==> src/rtl/fb_pkg.sv <==
// Shared constants, types and the pixel-to-address mapping for the framebuffer write port.
package fb_pkg;

   localparam int unsigned H_TOTAL     = 800;
   localparam int unsigned V_TOTAL     = 521;
   localparam int unsigned CLEAR_WORDS = 416800;
   localparam int unsigned FB_ADDR_W   = 19;
   localparam int unsigned FB_DATA_W   = 16;
   localparam int unsigned PIX_COORD_W = 10;
   localparam int unsigned FIFO_DEPTH  = 8;
   localparam int unsigned FIFO_PTR_W  = $clog2(FIFO_DEPTH);
   localparam int unsigned FIFO_CNT_W  = FIFO_PTR_W + 1;

   typedef enum logic {
      ST_IDLE  = 1'b0,
      ST_CLEAR = 1'b1
   } fb_state_e;

   typedef struct packed {
      logic [FB_ADDR_W-1:0] addr;
      logic [FB_DATA_W-1:0] data;
   } fb_pix_t;

   // y*800 + x as shift-and-add: 800 = 512 + 256 + 32.
   function automatic logic [FB_ADDR_W-1:0] fb_lin_addr(
      input logic [PIX_COORD_W-1:0] x,
      input logic [PIX_COORD_W-1:0] y
   );
      logic [FB_ADDR_W-1:0] yw;
      yw = FB_ADDR_W'(y);
      return (yw << 9) + (yw << 8) + (yw << 5) + FB_ADDR_W'(x);
   endfunction

endpackage

==> src/rtl/fb_pixel_fifo.sv <==
// Small synchronous FIFO of {addr,data} pixel writes; head entry is read combinationally.
module fb_pixel_fifo
   import fb_pkg::*;
(
   input  logic                  clk,
   input  logic                  rst,
   input  logic                  push,
   input  logic                  pop,
   input  fb_pix_t               wr_entry,
   output fb_pix_t               head_c,
   output logic                  empty_q,
   output logic                  full_q,
   output logic [FIFO_CNT_W-1:0] count_q,
   output logic [FIFO_CNT_W-1:0] count_nxt_c
);

   fb_pix_t               mem_q [FIFO_DEPTH];
   logic [FIFO_PTR_W-1:0] wr_ptr_q, wr_ptr_d;
   logic [FIFO_PTR_W-1:0] rd_ptr_q, rd_ptr_d;
   logic [FIFO_CNT_W-1:0] count_d;
   logic                  empty_d, full_d;
   logic                  push_ok, pop_ok;

   assign push_ok     = push && !full_q;
   assign pop_ok      = pop && !empty_q;
   assign head_c      = mem_q[rd_ptr_q];
   assign count_nxt_c = count_d;

   // Pointers wrap naturally at the power-of-two depth.
   always_comb begin
      wr_ptr_d = wr_ptr_q;
      rd_ptr_d = rd_ptr_q;
      count_d  = count_q;
      if (push_ok) wr_ptr_d = wr_ptr_q + FIFO_PTR_W'(1);
      if (pop_ok)  rd_ptr_d = rd_ptr_q + FIFO_PTR_W'(1);
      case ({push_ok, pop_ok})
         2'b10:   count_d = count_q + FIFO_CNT_W'(1);
         2'b01:   count_d = count_q - FIFO_CNT_W'(1);
         default: count_d = count_q;
      endcase
      empty_d = (count_d == FIFO_CNT_W'(0));
      full_d  = (count_d == FIFO_CNT_W'(FIFO_DEPTH));
   end

   always_ff @(posedge clk or posedge rst) begin
      if (rst) begin
         wr_ptr_q <= '0;
         rd_ptr_q <= '0;
         count_q  <= '0;
         empty_q  <= 1'b1;
         full_q   <= 1'b0;
      end else begin
         wr_ptr_q <= wr_ptr_d;
         rd_ptr_q <= rd_ptr_d;
         count_q  <= count_d;
         empty_q  <= empty_d;
         full_q   <= full_d;
      end
   end

   // Storage needs no reset; occupancy is tracked by the pointers.
   always_ff @(posedge clk) begin
      if (push_ok) mem_q[wr_ptr_q] <= wr_entry;
   end

endmodule

==> src/rtl/fb_pixel_writer.sv <==
// Framebuffer write port: maps pixels to linear addresses, queues them, runs clear sweeps
// and arbitrates the single SRAM port against VGA scan-out.
module fb_pixel_writer
   import fb_pkg::*;
#(
   parameter int unsigned CLEAR_LEN = CLEAR_WORDS
) (
   input  logic                   clk,
   input  logic                   rst,
   input  logic                   clear_start,
   input  logic [FB_DATA_W-1:0]   clear_value,
   input  logic                   pix_valid,
   output logic                   pix_ready,
   input  logic [PIX_COORD_W-1:0] pix_x,
   input  logic [PIX_COORD_W-1:0] pix_y,
   input  logic [FB_DATA_W-1:0]   pix_color,
   input  logic                   scan_en,
   input  logic [FB_ADDR_W-1:0]   scan_addr,
   output logic                   sram_wren,
   output logic [FB_ADDR_W-1:0]   sram_addr,
   output logic [FB_DATA_W-1:0]   sram_d,
   output logic                   busy,
   output logic                   clear_done,
   output logic                   oob_flag
);

   fb_state_e             state_q, state_d;
   logic [FB_ADDR_W-1:0]  clr_cnt_q, clr_cnt_d;
   logic                  sram_wren_q, sram_wren_d;
   logic [FB_ADDR_W-1:0]  sram_addr_q, sram_addr_d;
   logic [FB_DATA_W-1:0]  sram_d_q, sram_d_d;
   logic                  busy_q, busy_d;
   logic                  clear_done_q, clear_done_d;
   logic                  oob_flag_q, oob_flag_d;
   logic                  pix_ready_q, pix_ready_d;

   logic                  accept, in_range, fifo_push, fifo_pop, clr_last;
   fb_pix_t               fifo_wr, fifo_head;
   logic                  fifo_empty, fifo_full;
   logic [FIFO_CNT_W-1:0] fifo_count, fifo_count_nxt;

   assign in_range  = (pix_x < PIX_COORD_W'(H_TOTAL)) && (pix_y < PIX_COORD_W'(V_TOTAL));
   assign accept    = pix_valid && pix_ready_q;
   assign fifo_push = accept && in_range;
   assign clr_last  = (clr_cnt_q == FB_ADDR_W'(CLEAR_LEN - 1));

   always_comb begin
      fifo_wr      = '0;
      fifo_wr.addr = fb_lin_addr(pix_x, pix_y);
      fifo_wr.data = pix_color;
   end

   fb_pixel_fifo u_fifo (
      .clk         (clk),
      .rst         (rst),
      .push        (fifo_push),
      .pop         (fifo_pop),
      .wr_entry    (fifo_wr),
      .head_c      (fifo_head),
      .empty_q     (fifo_empty),
      .full_q      (fifo_full),
      .count_q     (fifo_count),
      .count_nxt_c (fifo_count_nxt)
   );

   // FSM, clear counter and SRAM arbiter; scan-out wins, then clear, then the FIFO.
   always_comb begin
      state_d      = state_q;
      clr_cnt_d    = clr_cnt_q;
      sram_wren_d  = 1'b0;
      sram_addr_d  = sram_addr_q;
      sram_d_d     = sram_d_q;
      clear_done_d = 1'b0;
      fifo_pop     = 1'b0;
      oob_flag_d   = oob_flag_q || (accept && !in_range);

      case (state_q)
         ST_IDLE: begin
            if (clear_start) begin
               state_d   = ST_CLEAR;
               clr_cnt_d = '0;
            end
         end
         ST_CLEAR: begin
            if (!scan_en) begin
               if (clr_last) begin
                  state_d      = ST_IDLE;
                  clear_done_d = 1'b1;
               end else begin
                  clr_cnt_d = clr_cnt_q + FB_ADDR_W'(1);
               end
            end
         end
         default: state_d = ST_IDLE;
      endcase

      if (scan_en) begin
         sram_addr_d = scan_addr;
      end else if (state_q == ST_CLEAR) begin
         sram_wren_d = 1'b1;
         sram_addr_d = clr_cnt_q;
         sram_d_d    = clear_value;
      end else if (!fifo_empty) begin
         fifo_pop    = 1'b1;
         sram_wren_d = 1'b1;
         sram_addr_d = fifo_head.addr;
         sram_d_d    = fifo_head.data;
      end

      busy_d      = (state_d == ST_CLEAR) || (fifo_count_nxt != FIFO_CNT_W'(0));
      pix_ready_d = (fifo_count_nxt < FIFO_CNT_W'(FIFO_DEPTH));
   end

   always_ff @(posedge clk or posedge rst) begin
      if (rst) begin
         state_q      <= ST_IDLE;
         clr_cnt_q    <= '0;
         sram_wren_q  <= 1'b0;
         sram_addr_q  <= '0;
         sram_d_q     <= '0;
         busy_q       <= 1'b0;
         clear_done_q <= 1'b0;
         oob_flag_q   <= 1'b0;
         pix_ready_q  <= 1'b1;
      end else begin
         state_q      <= state_d;
         clr_cnt_q    <= clr_cnt_d;
         sram_wren_q  <= sram_wren_d;
         sram_addr_q  <= sram_addr_d;
         sram_d_q     <= sram_d_d;
         busy_q       <= busy_d;
         clear_done_q <= clear_done_d;
         oob_flag_q   <= oob_flag_d;
         pix_ready_q  <= pix_ready_d;
      end
   end

   assign sram_wren  = sram_wren_q;
   assign sram_addr  = sram_addr_q;
   assign sram_d     = sram_d_q;
   assign busy       = busy_q;
   assign clear_done = clear_done_q;
   assign oob_flag   = oob_flag_q;
   assign pix_ready  = pix_ready_q;

   // Occupancy count and full flag are carried in pix_ready/busy; kept for debug visibility.
   logic unused_ok;
   assign unused_ok = ^{fifo_count, fifo_full};

endmodule

==> config.mk <==
export PLATFORM = sky130hd
export DESIGN_NAME = fb_pixel_writer
export DESIGN_NICKNAME = d
export VERILOG_FILES = /design/src/rtl/fb_pkg.sv /design/src/rtl/fb_pixel_fifo.sv /design/src/rtl/fb_pixel_writer.sv
export SDC_FILE = /design/constraint.sdc
export NUM_CORES = 1
export LEC_CHECK = 0
export CAP_MARGIN = 20
export CELL_PAD_IN_SITES_DETAIL_PLACEMENT = 1
export CELL_PAD_IN_SITES_GLOBAL_PLACEMENT = 1
export CORE_ASPECT_RATIO = 0.9
export CORE_MARGIN = 2
export CORE_UTILIZATION = 34
export CTS_BUF_LIST = sky130_fd_sc_hd__clkbuf_8
export DETAILED_ROUTE_END_ITERATION = 8
export MAX_ROUTING_LAYER = met4
export PLACE_DENSITY = 0.61
export SLEW_MARGIN = 20
export SYNTH_ARGS = -nofsm -noshare
export SYNTH_HDL_FRONTEND = slang
export SYNTH_HIERARCHICAL = 1
export SYNTH_SLANG_ARGS = --single-unit
==> constraint.sdc <==
create_clock -name clk -period 5 [get_ports clk]
set_input_delay 1.25 -clock clk [delete_from_list [all_inputs] [get_ports clk]]
set_output_delay 1.25 -clock clk [all_outputs]
set_load 0.005 [all_outputs]
; Word-level counts from Yosys, hierarchy flattened
; Memory sizes are Yosys's and may differ from the RTL's.
; Cells that the tools add are included.
; W data, S select, Z words.
[op_classes]
addsub = 8
n_lt_le_gt_ge = 3
n_eq_ne = 9
mux = 24
bitwise = 2
reduce_logical = 15
[op_table]
columns = op, count
row1 = $mux W19, 6
row2 = $pmux W19 S2, 1
row3 = $mux W16, 2
row4 = $lt A10 B10 Y1 const B, 2
row5 = $add A19 B1 Y19 const B, 1
row6 = $add A19 B10 Y19, 1
row7 = $add A19 B15 Y19, 1
row8 = $add A19 B18 Y19, 1
row9 = $eq A19 B19 Y1 const B, 1
row10 = $mux W1, 13
row11 = $ne A2 B2 Y1 const B, 4
row12 = $pmux W4 S2, 1
row13 = $add A3 B1 Y3 const B, 2
row14 = $logic_and A1 B1 Y1, 6
row15 = $add A4 B1 Y4 const B, 1
row16 = $eq A4 B4 Y1 const B, 1
row17 = $logic_not A4 Y1, 1
row18 = $lt A4 B4 Y1 const B, 1
row19 = $reduce_bool A4 Y1, 1
row20 = $sub A4 B1 Y4 const B, 1
row21 = $logic_not A1 Y1, 3
row22 = $ne A3 B3 Y1 const B, 1
row23 = $reduce_and A3 Y1, 1
row24 = $eq A2 B1 Y1 const B, 1
row25 = 5 further kinds, 7
[word_totals]
regBits = 72
ramBits = 280
in_bits = 76
out_inout_bits = 40
mem_count = 1
[memory_table]
columns = memory, words, word_bits, read_ports, rd_clocked_by_memory_dff, write_ports, line
row1 = u_fifo.mem_q, 8, 35, 1, 0, 1, fb_pixel_fifo.sv:17  ; fb_pix_t mem_q [FIFO_DEPTH];

; Longest topological paths before layout
; Gate-level depths: netlist (run 1).
[logic_depth]
word_depth = 8
mapped_depth = 19
mapped_depth_nobuf = 18

; Cells and area by module
; Netlist (run 1), hierarchy kept.
[modules_own_cells]
columns = module, n_inst, cells_each, area_per_inst_um2, seq_area_each_um2
row1 = fb_pixel_fifo, 1, 477, 11302.1, 8709.6
row2 = fb_pixel_writer, 1, 466, 4291.6, 1502.7

; Worst setup path before layout (run 1)
; No wires, ideal clock.
[synth_timing]
path_kind = input-to-reg
startpoint = input pix_x[6]
endpoint = memory u_fifo/mem_q[0][0] in the netlist's numbering, enable pin
setup_ns = 0.471
arrival_ns = 4.954
required_ns = 4.529
setup_slack_ns = -0.425
cell_stages = 9
path_cell_list = or3_1 > a31oi_1 > o21ai_1 > a31oi_1 > and3_1 > nor2b_1 > clkbuf_4 > nand2b_1 > nor3_1
[synth_between]
elab_chain_len = 6
[synth_lines]
columns = element, line
row1 = from (decl), fb_pixel_writer.sv:14  ; input logic [PIX_COORD_W-1:0] pix_x,
row2 = $lt A10 B10 Y1, fb_pixel_writer.sv:42  ; assign in_range = (pix_x < PIX_COORD_W'(H_TOTAL)) && (pix_y < PIX_COORD_W'(V_TOTAL));
row3 = $logic_and A1 B1 Y1, fb_pixel_writer.sv:42
row4 = $logic_and A1 B1 Y1, fb_pixel_writer.sv:44  ; assign fifo_push = accept && in_range;
row5 = via fifo_push, fb_pixel_writer.sv:37  ; logic accept, in_range, fifo_push, fifo_pop, clr_last;
row6 = $logic_and A1 B1 Y1, fb_pixel_fifo.sv:24  ; assign push_ok = push && !full_q;
row7 = $mux W1, fb_pixel_fifo.sv:63  ; if (push_ok) mem_q[wr_ptr_q] <= wr_entry;
row8 = $mux W1 (not written as such), fb_pixel_fifo.sv:63
row9 = to (decl), fb_pixel_fifo.sv:17
; The timed path passes the listed nets, and every way through them passes these cells.

; Worst setup path in the final report (run 1)
[layout_timing]
startpoint = input pix_y[2]
endpoint = register busy_q (netlist: busy)
[layout_between]
elab_chain_len = 8
elab_cells_between_ends = 9
classes_between = order compare: 1 / eq/ne: 2 / mux: 1 / reduce/logical: 5
[layout_lines]
columns = element, line
row1 = from (decl), fb_pixel_writer.sv:15  ; input logic [PIX_COORD_W-1:0] pix_y,
row2 = $lt A10 B10 Y1 *, fb_pixel_writer.sv:42
row3 = $logic_and A1 B1 Y1 *, fb_pixel_writer.sv:42
row4 = $logic_and A1 B1 Y1 *, fb_pixel_writer.sv:44
row5 = via fifo_push, fb_pixel_writer.sv:37
row6 = $logic_and A1 B1 Y1 *, fb_pixel_fifo.sv:24
row7 = $eq A2 B1 Y1 / $eq A2 B2 Y1 (equally long branches), fb_pixel_fifo.sv:36  ; case ({push_ok, pop_ok})
row8 = $pmux W4 S2 *, fb_pixel_fifo.sv:36
row9 = via fifo_count_nxt[3], fb_pixel_writer.sv:40  ; logic [FIFO_CNT_W-1:0] fifo_count, fifo_count_nxt;
row10 = $reduce_bool A4 Y1 *, fb_pixel_writer.sv:110  ; busy_d = (state_d == ST_CLEAR) || (fifo_count_nxt != FIFO_CNT_W'(0));
row11 = $logic_or A1 B1 Y1 *, fb_pixel_writer.sv:110
row12 = via busy_d, fb_pixel_writer.sv:32  ; logic busy_q, busy_d;
row13 = to (signal assigned), fb_pixel_writer.sv:131  ; busy_q <= busy_d;
row14 = to (decl), fb_pixel_writer.sv:32
; The timed path passes the listed nets; every way through them passes the cells marked *.
; A chain may end at the register's enable or synchronous reset.

==> results of run 1 <==
[cell usage after synthesis (3+ instances only)]
master / count
o21ai_0: 8
o211ai_1: 12
dfrtp_1: 70
o221a_2: 9
or3_1: 5
nor3_1: 13
nand3_1: 19
mux2_2: 36
xor2_1: 3
mux2i_1: 18
o21a_1: 3
o221a_1: 3
mux4_1: 28
a211oi_1: 3
nand4b_1: 3
and3_1: 4
buf_6: 11
fa_1: 9
ha_1: 41
clkbuf_1: 25
o22ai_1: 6
nor4_1: 5
nand2b_1: 4
a21o_1: 5
o21ai_1: 11
nand2_1: 47
xnor2_1: 13
o311ai_1: 3
mux4_2: 42
nor2b_1: 4
edfxtp_1: 280
nor3b_1: 5
nor2_1: 52
nand4_1: 6
a21oi_1: 33
a31oi_1: 9
a311o_1: 3
inv_1: 44
[cell type report]
| cell class | instances | area (µm²) | area share (%) |
|---|---|---|---|
| Clock buffer | 63 | 867 | 4.62 |
| Clock inverter | 45 | 185 | 0.987 |
| Inverter | 47 | 190 | 1.01 |
| Multi-Input combinational cell | 503 | 5020 | 26.8 |
| Sequential cell | 352 | 10200 | 54.5 |
| Tap cell | 608 | 761 | 4.05 |
| Timing Repair Buffer | 148 | 1520 | 8.12 |
[cells by family after synthesis]
kind of cell | count (synthesis)
AOI/OAI and AO/OA | 126
xor gates and xnor gates | 16
buffers and inverters | 88
muxes | 126
and+or+nand+nor | 185
adders and majority gates | 50
DFF | 352
[power by group through the flow]
stage	sequential (W)	clock, W	combinational [W]
after floorplan	0.00367	0	0.000952
after global placement	0.00379	0	0.00138
after detailed placement	0.00379	0	0.00141
after CTS	0.00374	0.00237	0.00141
after global routing	0.00376	0.00248	0.00154
final	0.00373	0.00228	0.00139
[layer usage]
metal  up-vias  GRT usage, %  part of all wire (%)  wire (µm)
met4         0          4.05                   1.8        665
met1      4613          21.7                    47      17300
met5         -             -                     0          0
met2       174          24.9                    47      17200
met3        57          3.46                   4.7       1720
li1       4074             -                     -          -
[flip-flops by register name, summed over array words and instances, names as in the netlist, 3 cells and up]
name and flops:
sram_d 16, clr_cnt_q 19, u_fifo/count_q 4, u_fifo/wr_ptr_q 3, sram_addr 19, u_fifo/rd_ptr_q 3, u_fifo/mem_q 280
[worst paths after layout]
check	from	endpoint	cells after the start
max in group asynchronous	rst	sram_d[1]	3
worst max-delay path	pix_y[2]	busy	19
worst min register to register	oob_flag	oob_flag	1
worst min-delay path	oob_flag	oob_flag	1
min in group asynchronous	rst	busy	2
worst max register to register	u_fifo/empty_q	busy	11
[metrics by stage]
stage          util (%)  cell area, µm²  hold slack, ns  worst slack (ns)
2_1_floorplan         -           15600           0.468             0.512
3_3_place_gp       39.0           17700           0.460             0.340
3_5_place_dp       39.0           17700           0.468             0.184
4_1_cts            41.3           18700           0.485             0.875
5_1_grt            41.4           18800           0.530             0.438
6_report           41.4           18800           0.489             0.766
==> impl_metrics.ini, run 1 <==
[outcome]
status = complete, no violations

[timing]
slew_viol_final = 0
relSlewSlack_pct = 32.4
worstMarginPinSlew_ns = 1.01
rsz0062_at_grt = false
period_share_pct = 84.7
finalSetupTns_ns = 0
fin_skew_ns = 0.0145
clock.fmax_ghz = 0.236
setup_violations = 0
hold_viol = 0
finalWorstPathRequiredPeriod_ns = 4.23

[logic_synthesis]
yosysSeqAreaShare_pct = 65.5
muxShareOfSynthArea_pct = 14.7
synthAdderAreaFrac_pct = 4.45
synth_edf_count = 280
synth_fp_nets = 1069
netlist_instances = 943
yosysUniqueCellTypes = 73
postSynthAreaPerCell_um2 = 16.5
ys_warn_count = 6
async_reset_ff_share_pct = 20.5
synth_compound_area_share_pct = 5.60
synthXorXnorAreaFrac_pct = 0.899
synthSimpleGateAreaFrac_pct = 6.08
syn_area_um2 = 15600
synthFlopType = edfxtp_1
ys_seq_elements = 352
yosysTopAreaCell = edfxtp_1
synth_top_family_by_area = multiplexers
synth.area.top_cells = edfxtp_1, dfrtp_1, mux4_2
synth_top_cell_area_share_pct = 53.9

[pwr]
p_sw_share_pct = 27.6
p_leak_nw = 6.74
comb_power_share_pct = 18.8
clkPwrFrac_pct = 30.8
p_int_w = 0.00536
power.density_nw_per_um2 = 394
p_seq_share_pct = 50.4
finalPower_w = 0.00740
power_switching_w = 0.00204
ir_drop_mv = 0.196

[finish]
drive_gt1_share_pct = 18.7
final_common_cell = edfxtp_1
layout.cells.non_filler = 1766
n_fill_cell = 4571
syn_to_final_growth_pct = 20.3
antennaDiodeCount = 0
layout.nets = 1236
final_cell_mix = edfxtp_1, clkdlybuf4s50_1, inv_1

[worst_setup_path]
cp_cell_sequence = clkdlybuf4s50_1, inv_1, ha_1, o21a_1, o21ai_1, nand2_1, a31oi_1, buf_4, and3_1, nor2b_1, inv_2, ha_1, nor4b_1, nand3_1, a31oi_1, xnor2_1, inv_1, nor4_1, o21ai_1
end_kind = register
regToRegSetupSlack_ns = 1.90
required_ns = 5.50
crit_family = buffers and inverters
crit_type = primary input to register
path_max_fanout = 6
startpoint_type = primary input
cp_slowest_cell = clkdlybuf4s50_1
crit_buf_inv = 5
worst_path_largest_cell_delay_ns = 0.57
worstPathArrival_ns = 4.73

[detailed_routing]
ant_nets = 0
wl_um = 36900
drtIter0Drc = 618
post-route-drc-count = 0
vias = 8918
drt-vias-per-instance = 5.05
drtPass1Iterations = 4
wl_per_cell_um = 20.9

[global_routing]
antenna_found_initial = 1
track_usage_pct = 16.1
grt_max_degree = 60
grt_pass1_wl_um = 57400
gr-total-overflow = 0
grt_pass1_vias = 9523

[placement]
io_buffers = 115
dp_hpwl_um = 23200
place_congestion = 0.778
dp.cells = 1657

[clock_tree]
cts_inserted_buffers = 58
cts_sinks = 352
htree_levels = 2
clkLatencyLatePin_ns = 0.63
root_buffer = clkbuf_8
cts_tree = yes
path_clk_slew_ns = 0.07
cts_resized = 0
postCtsSetupBuffers = 0
cts_hold_buf = 0
clk_path_buf_depth = 3

[floorplanning]
die_w_um = 230
initial_core_util_pct = 34.4
die_area_um2 = 47600
core-area_um2 = 45400
die_y_um = 207
num_rows = 74
ios = 116

[job]
drv_cap = 0

[min_path]
hold_path_class = register to register
(Power assumes the default switching activity.)
==> inputs of run 2 (changes only) <==
--- a/config.mk
+++ b/config.mk
@@ -14,7 +14,7 @@
 export CTS_BUF_LIST = sky130_fd_sc_hd__clkbuf_8
 export DETAILED_ROUTE_END_ITERATION = 8
 export MAX_ROUTING_LAYER = met4
-export PLACE_DENSITY = 0.61
+export PLACE_DENSITY = 0.63
 export SLEW_MARGIN = 20
 export SYNTH_ARGS = -nofsm -noshare
 export SYNTH_HDL_FRONTEND = slang
==> constraint.sdc (replaced) <==
create_clock -name clk -period 3.5 [get_ports clk]
set_input_delay 0.875 -clock clk [delete_from_list [all_inputs] [get_ports clk]]
set_output_delay 0.875 -clock clk [all_outputs]
set_load 0.005 [all_outputs]
==> run 2 against run 1 <==
Sequential share of layout area decreased by 2.4 points; final cell count increased by 3.7%; clock power grew 54%; non-clock buffer count increased by 63; die area stayed put; via count increased by 2.8%; setup slack worse by 0.63 ns; sequential power rose by 42%; power grew 50%; global-route usage rose by 0.30 points; critical endpoint is now u_fifo/mem_q[0][33]; largest cell class unchanged; highest routed layer unchanged.
==> impl_metrics.ini, run 2 (same netlist as run 1, synthesis figures left out) <==
[finish]
top_register = u_fifo/mem_q
fin_util_pct = 43.3
final_cell_mix = edfxtp_1, clkdlybuf4s50_1, buf_4
final_common_cell = edfxtp_1
largest_register_ffs = 280
drive_gt1_share_pct = 26.3
layout.nets = 1299
fin_area_um2 = 19600
syn_to_final_growth_pct = 25.8

[timing]
finalWorstPathRequiredPeriod_ns = 3.37
worstMarginPinSlew_ns = 0.736
relSlewSlack_pct = 50.9
finalSetupTns_ns = 0
hold_viol = 0
setup_violations = 0
period_share_pct = 96.2
fin_skew_ns = 0.0483
clock.fmax_ghz = 0.297
slew_viol_final = 0

[pwr]
power.density_nw_per_um2 = 567
finalPower_w = 0.0111
ir_drop_mv = 0.244
p_leak_nw = 7.22

[floorplanning]
die_area_um2 = 47600
initial_core_util_pct = 34.4
die_w_um = 230
core-area_um2 = 45400
num_rows = 74
ios = 116
die_y_um = 207

[placement]
io_buffers = 115
placed_area_um2 = 18300
place_congestion = 0.801
dp_hpwl_um = 24500

[detailed_routing]
post-route-drc-count = 0
drtPass1Iterations = 5
drt-vias-per-instance = 5.01
vias = 9170
wl_per_cell_um = 20.5
wl_um = 37600
drtIter0Drc = 653
ant_nets = 0

[worst_setup_path]
path_max_fanout = 8
worstPathArrival_ns = 3.70
cp_slowest_cell = clkdlybuf4s50_1
worst_path_largest_cell_delay_ns = 0.51
startpoint_type = primary input
end_kind = register
cp_cell_sequence = clkdlybuf4s50_1, inv_1, buf_4, fa_1, inv_1, ha_1, ha_1, o2111ai_2, a21o_1, and3_1, a311o_2
required_ns = 3.83
crit_type = primary input to register

[job]
drv_cap = 0

[clock_tree]
path_clk_slew_ns = 0.06
cts_sinks = 352
root_buffer = clkbuf_8
clkLatencyLatePin_ns = 0.65
htree_levels = 2
cts_tree = yes
clk_path_buf_depth = 3
cts_inserted_buffers = 58

[global_routing]
track_usage_pct = 16.4
gr-total-overflow = 0
grt_pass1_wl_um = 58400
grt_pass1_vias = 9841
antenna_found_initial = 1
grt_max_degree = 59

[min_path]
hold_path_class = register to register

[outcome]
status = complete, no violations
## run 2: changes by cell type in the layout (fill, tap and decap cells not counted), sizes merged, moves of 5 or more
cell / previous run / this run
dlymetal6s2s: 0 / 7
buf: 33 / 96
clkdlybuf4s50: 115 / 107
clkinv: 20 / 15
clkbuf: 63 / 68
## run 2: what timing repair did
item	4_1_cts	5_1_grt
setup buffers	0	1
resized for setup	8	33
pin swaps	1	16
setup endpoints to repair	42	61
hold buffers	0	0
## run 2: worst max-delay path, delay by kind of cell
kind,cells,cell delay (ns)
buffers and inverters,4,0.79
adders and majority gates,3,1.15
AOI/OAI and AO/OA,3,0.75
and+or+nand+nor,1,0.14
## run 2: layout make-up
type	count	area, µm²
fillers	4571	25700
flip-flops and latches	352	10200
multi-input cells	503	5190
repair buffers	211	2110
clock buffers	68	936
well taps	608	761
clock inverters	41	215
inverters	47	190
diodes	1	2.50
## run 2: stage by stage
stage	setup WS, ns	hold WS [ns]	instances
after global routing	-0.0493	0.501	1831
after CTS	0.00802	0.464	1829
after detailed placement	-0.811	0.470	1720
after floorplan	-0.0817	0.468	943
final	0.133	0.481	1831
after global placement	-0.721	0.468	1720
## run 2: layer usage
layer,global-route usage [%],share of wire [%],vias to the layer above
met5,-,0,-
met4,4.43,1.6,0
met3,2.81,4.5,57
met2,25.8,48,192
met1,22.0,46,4726
li1,-,-,4195
## run 2: where the power goes
group,leakage [nW],switching (W),internal [W]
clock network,0.672,0.00165,0.00185
logic,3.17,0.00114,0.00118
registers,3.38,0.000275,0.00502
## run 2: final timing paths
kind                                start             endpoint  slack, ns  depth (start not counted)
max                              pix_y[4]  u_fifo/mem_q[0][33]       0.13                         11
min                              oob_flag             oob_flag       0.48                          1
max reg2reg                u_fifo/empty_q       u_fifo/empty_q       0.87                         12
min reg2reg                      oob_flag             oob_flag       0.48                          1
max in group asynchronous             rst           sram_d[13]       2.38                          3
min in group asynchronous             rst             oob_flag       0.51                          2
==> inputs of run 3 (changes only) <==
--- a/config.mk
+++ b/config.mk
@@ -10,11 +10,11 @@
 export CELL_PAD_IN_SITES_GLOBAL_PLACEMENT = 1
 export CORE_ASPECT_RATIO = 0.9
 export CORE_MARGIN = 2
-export CORE_UTILIZATION = 34
+export CORE_UTILIZATION = 47
 export CTS_BUF_LIST = sky130_fd_sc_hd__clkbuf_8
 export DETAILED_ROUTE_END_ITERATION = 8
 export MAX_ROUTING_LAYER = met4
-export PLACE_DENSITY = 0.63
+export PLACE_DENSITY = 0.82
 export SLEW_MARGIN = 20
 export SYNTH_ARGS = -nofsm -noshare
 export SYNTH_HDL_FRONTEND = slang
==> run 3 against run 2 <==
The run now ends with setup timing left; final cell count fell by 11%; clock skew shrank 0.0032 ns; register-to-register slack got worse by 0.19 ns; power about the same; design area is 1.6% lower; hold slack improved by 0.013 ns; routed wire length rose by 9.5%; clock-buffer cell count decreased by 8; largest cell class unchanged; highest routed layer unchanged.
==> impl_metrics.ini, run 3 (same netlist as run 1, synthesis figures left out) <==
[global_routing]
grtUsageMet1_pct = 30.4
gr-total-overflow = 0
top_usage_layer = met2
grt_pass1_vias = 10600
antenna_found_initial = 2
grt_max_degree = 59
track_usage_pct = 24.8
grtUsageMet2_pct = 42.4
grtUsageMet3_pct = 4.04
grt_pass1_wl_um = 62700

[detailed_routing]
wl_per_cell_um = 25.1
vias = 9506
drt-vias-per-instance = 5.80
drtIter0Drc = 631
post-route-drc-count = 0
drtPass1Iterations = 5
ant_nets = 0
wl_um = 41100

[timing]
fin_skew_ns = 0.0451
finalWorstPathRequiredPeriod_ns = 3.58
slew_viol_final = 0
period_share_pct = 102
hold_viol = 0
worstMarginPinSlew_ns = 1.22
worst_slack_ns = -0.0762
clock.fmax_ghz = 0.280
rsz0062_at_grt = true
relSlewSlack_pct = 18.1
setup_violations = 3
hold_ws_ns = 0.493

[clock_tree]
clkLatencyLatePin_ns = 0.62
cts_sinks = 352
path_clk_slew_ns = 0.07
cts_tree = yes
htree_levels = 2
cts_inserted_buffers = 56
cts_hold_buf = 0
root_buffer = clkbuf_8
clk_path_buf_depth = 3

[placement]
io_buffers = 115
placed_area_um2 = 18000
dp.cells = 1533
dp_hpwl_um = 26500
place_congestion = 0.816

[finish]
layout.nets = 1298
top_register = u_fifo/mem_q
n_fill_cell = 3065
largest_register_ffs = 280
layout.cells.non_filler = 1638
syn_to_final_growth_pct = 23.8
final_common_cell = edfxtp_1
final_cell_mix = edfxtp_1, clkdlybuf4s50_1, buf_4
drive_gt1_share_pct = 26.4
fin_area_um2 = 19300
fin_util_pct = 58.9

[pwr]
p_seq_share_pct = 47.8
ir_drop_mv = 0.262
finalPower_w = 0.0111
p_sw_share_pct = 28.0
p_leak_nw = 7.12
power.density_nw_per_um2 = 576
power_switching_w = 0.00311
clkPwrFrac_pct = 30.6
p_int_w = 0.00800
comb_power_share_pct = 21.6

[worst_setup_path]
rr_worst_depth = 6
path_max_fanout = 4
setup.worst_path.start = pix_x[6]
worstPathArrival_ns = 4.13
r2r-start = clr_cnt_q[0]
crit_type = primary input to register
required_ns = 4.05
startpoint_type = primary input
end_kind = register

[outcome]
violations = setup timing
status = complete, but fails checks

[floorplanning]
num_rows = 63
core-area_um2 = 32800
ios = 116
die_w_um = 196
die_area_um2 = 34700
die_y_um = 177
initial_core_util_pct = 47.6

[min_path]
hold_path_class = register to register
min_path_cells = 1
worstHoldStart = oob_flag

[job]
drv_cap = 0
## run 3: cell types whose count changed in the layout (fill, tap and decap cells not counted), moves of 3 or more
cell | previous run | this run
inv_1 | 62 | 56
clkinv_2 | 5 | 8
clkinv_1 | 9 | 12
clkbuf_8 | 68 | 60
dlymetal6s2s_1 | 7 | 3
clkdlybuf4s50_1 | 107 | 110
## run 3: final timing paths
kind / to / slack [ns]
hold / removal: oob_flag / 0.49
hold reg to reg: oob_flag / 0.49
max in group asynchronous: pix_ready / 2.00
setup reg to reg: clr_cnt_q[2] / 0.68
setup / recovery: u_fifo/empty_q / -0.08
min in group asynchronous: u_fifo/rd_ptr_q[2] / 0.70
## run 3: what timing repair did
action | 4_1_cts | 5_1_grt
pin swaps | 7 | 10
resized for setup | 18 | 23
endpoints found under the setup margin | 50 | 54
buffers inserted | 1 | 2
gates cloned | 0 | 0
## run 3: stage by stage
step,setup slack (ns),TNS (ns)
2_1_floorplan,-0.0817,-12.89
3_3_place_gp,-0.595,-119.19
3_5_place_dp,-0.843,-146.17
4_1_cts,0.000581,0
5_1_grt,-0.253,-0.776
6_report,-0.0762,-0.130
## run 3: layer usage
| metal | routed length (µm) | part of all wire (%) | vias up |
|---|---|---|---|
| met3 | 2270 | 5.5 | 101 |
| met2 | 21100 | 51 | 326 |
| met1 | 16600 | 40 | 4899 |
| met4 | 1220 | 3.0 | 0 |
| met5 | 0 | 0 | - |
| li1 | - | - | 4180 |
## run 3: cell type report
cell class | instances | area, µm² | share of cell area (%)
Clock inverter | 40 | 246 | 1.28
Sequential cell | 352 | 10200 | 52.9
Tap cell | 422 | 528 | 2.73
Antenna cell | 2 | 5.00 | 0.0259
Timing Repair Buffer | 212 | 2100 | 10.9
Multi-Input combinational cell | 503 | 5200 | 26.9
Clock buffer | 60 | 826 | 4.28
Inverter | 47 | 190 | 0.985
## run 3: worst max-delay path, cell delays in order
cell	delay, ns
clkdlybuf4s50_1	0.42
or3_4	0.39
a31oi_2	0.16
o21ai_1	0.09
a31oi_1	0.17
buf_4	0.16
and3_1	0.15
nor2b_4	0.15
inv_2	0.06
nand2_1	0.08
xnor2_1	0.11
ha_1	0.16
a21oi_1	0.05
a21boi_2	0.19
nor3_2	0.29
xor2_2	0.26
buf_4	0.17
and3b_1	0.17
## run 3: power groups by stage
stage                     Sequential (W)  Clock, W  Combinational, W
final                            0.00531   0.00340           0.00240
after global routing             0.00535   0.00362           0.00259
after CTS                        0.00531   0.00348           0.00234
after detailed placement         0.00538         0           0.00226
after global placement           0.00534         0           0.00215
after floorplan                  0.00525         0           0.00138
